File: src/rtl/gate_identifier.sv
`timescale 1ns/1ps
// ---------------------------------------------------------------------------
// gate_identifier
//
// Sequential tester for a two-input combinational gate. A sweep drives the
// four {a,b} vectors 00, 01, 10, 11. Each vector is held for SETTLE_CYCLES
// clocks, and the gate output is sampled on the last edge of that window.
// The captured 4-bit truth table is then classified as one of the seven
// basic functions.
//
// Parameters
//   SETTLE_CYCLES  cycles each vector is held before sampling (1..255)
//
// Ports
//   clk          rising-edge clock
//   rst_n        asynchronous active-low reset
//   start        sweep request, sampled only while idle
//   dut_out      output of the gate under test
//   drive_a/b    registered inputs to the gate under test
//   busy         high while a sweep is in progress
//   done         one-cycle pulse when a sweep completes
//   truth_table  bit i = dut_out captured for {a,b} = i
//   gate_id      1 AND, 2 OR, 3 NAND, 4 NOR, 5 XOR, 6 XNOR, 7 NOT a, 0 unknown
//   match        truth_table is one of the seven known functions
//
// truth_table, gate_id and match are loaded on the edge that raises done.
// They hold until the next done, so starting a new sweep leaves the previous
// result visible.
// ---------------------------------------------------------------------------
module gate_identifier #(
  parameter int SETTLE_CYCLES = 2
) (
  input  logic       clk,
  input  logic       rst_n,
  input  logic       start,
  input  logic       dut_out,
  output logic       drive_a,
  output logic       drive_b,
  output logic       busy,
  output logic       done,
  output logic [3:0] truth_table,
  output logic [2:0] gate_id,
  output logic       match
);

  localparam logic [7:0] CNT_LAST = 8'(SETTLE_CYCLES - 1);

  typedef enum logic [1:0] {IDLE, SWEEP, DONE} state_t;

  state_t     state;
  logic [1:0] idx;      // current vector; drive_a = idx[1], drive_b = idx[0]
  logic [7:0] cnt;      // settle counter within the current vector
  logic [3:0] tt;       // shadow truth table filled during the sweep

  logic       last_sample;
  logic [3:0] tt_final;
  logic [2:0] id_next;
  logic       match_next;

  assign last_sample = (cnt == CNT_LAST);

  // Bit 3 has not been written to the shadow register yet on the final
  // edge. Take it straight from dut_out so the result is loaded on that
  // same edge.
  assign tt_final = {dut_out, tt[2:0]};

  always_comb begin
    id_next    = 3'd0;
    match_next = 1'b1;
    case (tt_final)
      4'b1000: id_next = 3'd1;  // AND
      4'b1110: id_next = 3'd2;  // OR
      4'b0111: id_next = 3'd3;  // NAND
      4'b0001: id_next = 3'd4;  // NOR
      4'b0110: id_next = 3'd5;  // XOR
      4'b1001: id_next = 3'd6;  // XNOR
      4'b0011: id_next = 3'd7;  // NOT a
      default: match_next = 1'b0;
    endcase
  end

  always_ff @(posedge clk or negedge rst_n) begin
    if (!rst_n) begin
      state       <= IDLE;
      idx         <= 2'd0;
      cnt         <= 8'd0;
      tt          <= 4'd0;
      drive_a     <= 1'b0;
      drive_b     <= 1'b0;
      busy        <= 1'b0;
      done        <= 1'b0;
      truth_table <= 4'd0;
      gate_id     <= 3'd0;
      match       <= 1'b0;
    end else begin
      done <= 1'b0;
      case (state)
        IDLE: begin
          if (start) begin
            state   <= SWEEP;
            idx     <= 2'd0;
            cnt     <= 8'd0;
            drive_a <= 1'b0;
            drive_b <= 1'b0;
            busy    <= 1'b1;
          end
        end
        SWEEP: begin
          if (last_sample) begin
            tt[idx] <= dut_out;
            cnt     <= 8'd0;
            if (idx != 2'd3) begin
              idx                <= idx + 2'd1;
              {drive_a, drive_b} <= idx + 2'd1;
            end else begin
              state       <= DONE;
              idx         <= 2'd0;
              drive_a     <= 1'b0;
              drive_b     <= 1'b0;
              busy        <= 1'b0;
              done        <= 1'b1;
              truth_table <= tt_final;
              gate_id     <= id_next;
              match       <= match_next;
            end
          end else begin
            cnt <= cnt + 8'd1;
          end
        end
        // One-cycle completion state. start is not looked at here, so
        // back-to-back sweeps always get one IDLE cycle between them.
        DONE:    state <= IDLE;
        default: state <= IDLE;
      endcase
    end
  end

endmodule

File: config.mk
export PLATFORM = sky130hd
export DESIGN_NAME = gate_identifier
export DESIGN_NICKNAME = d
export VERILOG_FILES = /design/src/rtl/gate_identifier.sv
export SDC_FILE = /design/constraint.sdc
export NUM_CORES = 1
export LEC_CHECK = 0
export CORE_AREA = 8 8 51 84
export DETAILED_ROUTE_END_ITERATION = 12
export DIE_AREA = 0 0 59 92
export PLACE_DENSITY = 0.66
export SKIP_CTS_REPAIR_TIMING = 1
export SYNTH_ARGS = -nofsm -noshare
export SYNTH_HDL_FRONTEND = slang
export SYNTH_SLANG_ARGS = --single-unit
File: constraint.sdc
create_clock -name clk -period 4.9 [get_ports clk]
set_clock_uncertainty 0.05 [all_clocks]
set_input_delay 0.98 -clock clk [delete_from_list [all_inputs] [get_ports clk]]
set_output_delay 0.98 -clock clk [all_outputs]
set_load 0.01 [all_outputs]
==> reports/results.md <==
| Result | Reported | Unit |
|:---|:---|:---|
| Result of the run | completed | - |
| HPWL reported at the end of detailed placement | 2.12 | mm |
| Largest net degree at the start of global routing | 26 | - |
| Global routing's busiest layer | met2 | - |
| Count of antenna-violating nets left after detailed routing | 0 | - |
| Number of synthesized register bits | 25 | - |
| Combinational share of power | 0.127 | - |
| Power share of the clock group | 0.280 | - |
| Hold Crit Class | flop to flop | - |
| CP Data Required Time | 5.00 | ns |
| Number of enable-type register cells in the synthesized netlist | 0 | - |
| Part of the total power dissipated in sequential elements | 0.593 | - |
| Number of I/O pins | 16 | - |
| Met3 routing resource usage after global routing | 0.0224 | - |
| Tcrit/Tclk final | 0.500 | - |
| Core footprint | 3110 | um^2 |
| Final-stage net count | 146 | - |
| Total length of routed wires | 2.92 | mm |
| Drt initial violations | 36 | - |
| Met1 routing resource usage after global routing | 0.121 | - |
| Diode insertion count for antenna repair | 0 | - |
| Width of the die | 59 | um |
| Kind of critical path | input port to flop | - |
| TritonRoute pass-1 iters | 4 | - |
| Crit path DAT | 2.55 | ns |
| Type of destination of the critical path | flop | - |
| Final global-route overflow total | 0 | - |
| Timing-limited maximum frequency | 0.408 | GHz |
| Placer congestion estimate | 0.867 | - |
| TritonCTS clock tree | done | - |
| Sw Ratio | 0.294 | - |
| Syn_nets | 130 | - |
| Fillers | 308 | - |
| Port Buffer Count | 15 | - |
| Worst vdd rail ir drop | 0.000167 | V |
| Overall die area | 5430 | um^2 |
| Worst slew pin tran | 1.13 | ns |
| Instance count of the mapped netlist | 120 | - |
| Most frequent cells in the layout | dfrtp_1, clkdlybuf4s50_1, mux2_2, nand2_1, o21ai_0 | - |
| Final setup violating endpoints | 0 | - |
| Share of flip-flops with an asynchronous set or reset | 1.00 | - |
| Final cell count without fillers | 178 | - |
| Worst skew pair latency | 0.26 | ns |
| Cell area power density | 278 | nW/um^2 |
| Shortest period the worst path allows | 2.45 | ns |
| Relative slew slack | 0.244 | - |
| CP Launch Point | start | - |
| Syn. warnings | 0 | - |
| Std cell rows | 27 | - |
| Total GRT Usage | 0.113 | - |
| Met2 global-route usage | 0.205 | - |
| LEAKAGE | 0.643 | nW |
| Internal Pwr Total | 0.309 | mW |
| Height of the die | 92 | um |
| Max cap viols | 0 | - |
| Starting density of the core | 0.430 | - |
| Portion of the post-synthesis area used by sequential elements | 0.468 | - |
| Cell at the root of the clock tree | clkbuf_8 | - |
| Setup WS pre-CTS | 2.21 | ns |
| Synthesized area | 1340 | um^2 |
| Worst setup SP type | input port | - |
| Most common cell after layout, fill and taps aside | dfrtp_1 | - |
| Relative area change from synthesis to final layout | 17.5 | % |
| Fin. max-slew vios | 0 | - |
| Mapped Avg Cell Area | 11.1 | um^2 |
| Vias in the first global route | 1106 | - |
| Top fanout value on the critical path | 14 | - |
| Maximum count of clock buffers along a single path | 2 | - |
| Final design utilization | 0.505 | - |
| DRC violations left | 0 | - |
| Global-route wire length before repair | 4.99 | mm |
| Total vias in the final route | 1029 | - |
| Final hold violations | 0 | - |
| Sinks on Clock Net | 25 | - |
| RSZ-0062 raised after global routing | false | - |
| Placed instance count | 174 | - |
| Share of layout cells above drive strength 1 | 0.156 | - |
| Total number of H-tree levels | 1 | - |
| Clock transition at path regs | 0.09 | ns |
| Prevailing post-synth register cell | dfrtp_1 | - |
| Routed wire per std cell | 16.4 | um |
| Reg-to-reg startpoint | cnt[1]$_DFFE_PN0P_ | - |
| Net Switching | 0.128 | mW |
| Via density | 5.78 | - |
| Final worst-path setup slack | 2.45 | ns |
| Antenna violations before repair | 0 | - |
| CTS Buf Count | 3 | - |
| Startpoint of the most critical hold path | truth_table[1]$_DFFE_PN0P_ | - |
| Final TNS setup | 0 | ns |
| Post-synthesis cell type count | 41 | - |
[state kept, by name (all words and copies together) (netlist names)]
name,flops
busy,1
cnt,8
done,1
drive_a,1
gate_id,3
idx,1
match,1
state,2
truth_table,4
tt,3
[final cells by class]
class,instances,area [um^2],share of cell area
Sequential cell,25,626,0.398
Timing Repair Buffer,15,150,0.0956
Multi-Input combinational cell,85,673,0.429
Tap cell,43,53.8,0.0343
Clock buffer,4,45.0,0.0287
Inverter,6,22.5,0.0143
[power groups by stage]
| stage | logic (mW) | clock network [mW] | registers (mW) |
|---|---|---|---|
| finish | 0.0554 | 0.123 | 0.259 |
| global placement | 0.0529 | 0 | 0.262 |
| CTS | 0.0555 | 0.124 | 0.258 |
| floorplan | 0.0405 | 0 | 0.254 |
| global route | 0.0619 | 0.134 | 0.262 |
| detailed placement | 0.0554 | 0 | 0.262 |
[metrics by stage]
step	area, um^2	hold WS [ns]	power [mW]
global placement	1530	0.440	0.314
global route	1570	0.486	0.458
CTS	1570	0.469	0.438
detailed placement	1530	0.447	0.318
finish	1570	0.464	0.437
floorplan	1340	0.446	0.294
[critical path: stages]
cell and delay, ns:
clkdlybuf4s50_1 0.42, o21bai_1 0.66, nor4_1 0.14, a311o_1 0.35
[worst paths after layout]
kind | to | slack [ns] | cells past startpoint
setup reg to reg | gate_id[0]$_DFFE_PN0P_ | 2.81 | 6
setup / recovery | cnt[7]$_DFFE_PN0P_ | 2.45 | 4
max in group asynchronous | match$_DFFE_PN0P_ | 2.86 | 1
hold / removal | truth_table[1]$_DFFE_PN0P_ | 0.46 | 1
hold reg to reg | truth_table[1]$_DFFE_PN0P_ | 0.46 | 1
min in group asynchronous | cnt[0]$_DFFE_PN0P_ | 1.27 | 1
[layer usage]
metal / part of all wire / up-vias
met5: 0 / -
met4: 0.012 / 0
met3: 0.034 / 4
met2: 0.55 / 20
met1: 0.40 / 526
li1: - / 479
[synthesized netlist by cell type (all sizes together) (2+ instances only)]
library cell  instances  area [um^2]
nor2b                 3         18.8
dfrtp                25          626
and3b                 2         17.5
nor3                  3         20.0
a31oi                 3         18.8
nor3b                 2         15.0
ha                    6         75.1
a21oi                 5         25.0
nor2                  2         7.51
nand3                 3         15.0
a21o                  2         16.3
nand4                 4         40.0
nand2                 8         30.0
clkbuf                4         15.0
nand2b                2         12.5
inv                   6         22.5
nand3b                2         15.0
o21ai                 7         35.0
or3                   5         32.5
mux2                 10          120
a41oi                 2         17.5
[cell families after synthesis]
kind of cell             share of synthesized area
multiplexers                                0.0974
flip-flops                                   0.468
adder cells (fa/ha/maj)                     0.0562
buffers and inverters                       0.0281
AO/OA/AOI/OAI                                0.139
AND/OR/NAND/NOR                              0.212
No activity file was read; power rests on OpenSTA's default activity.
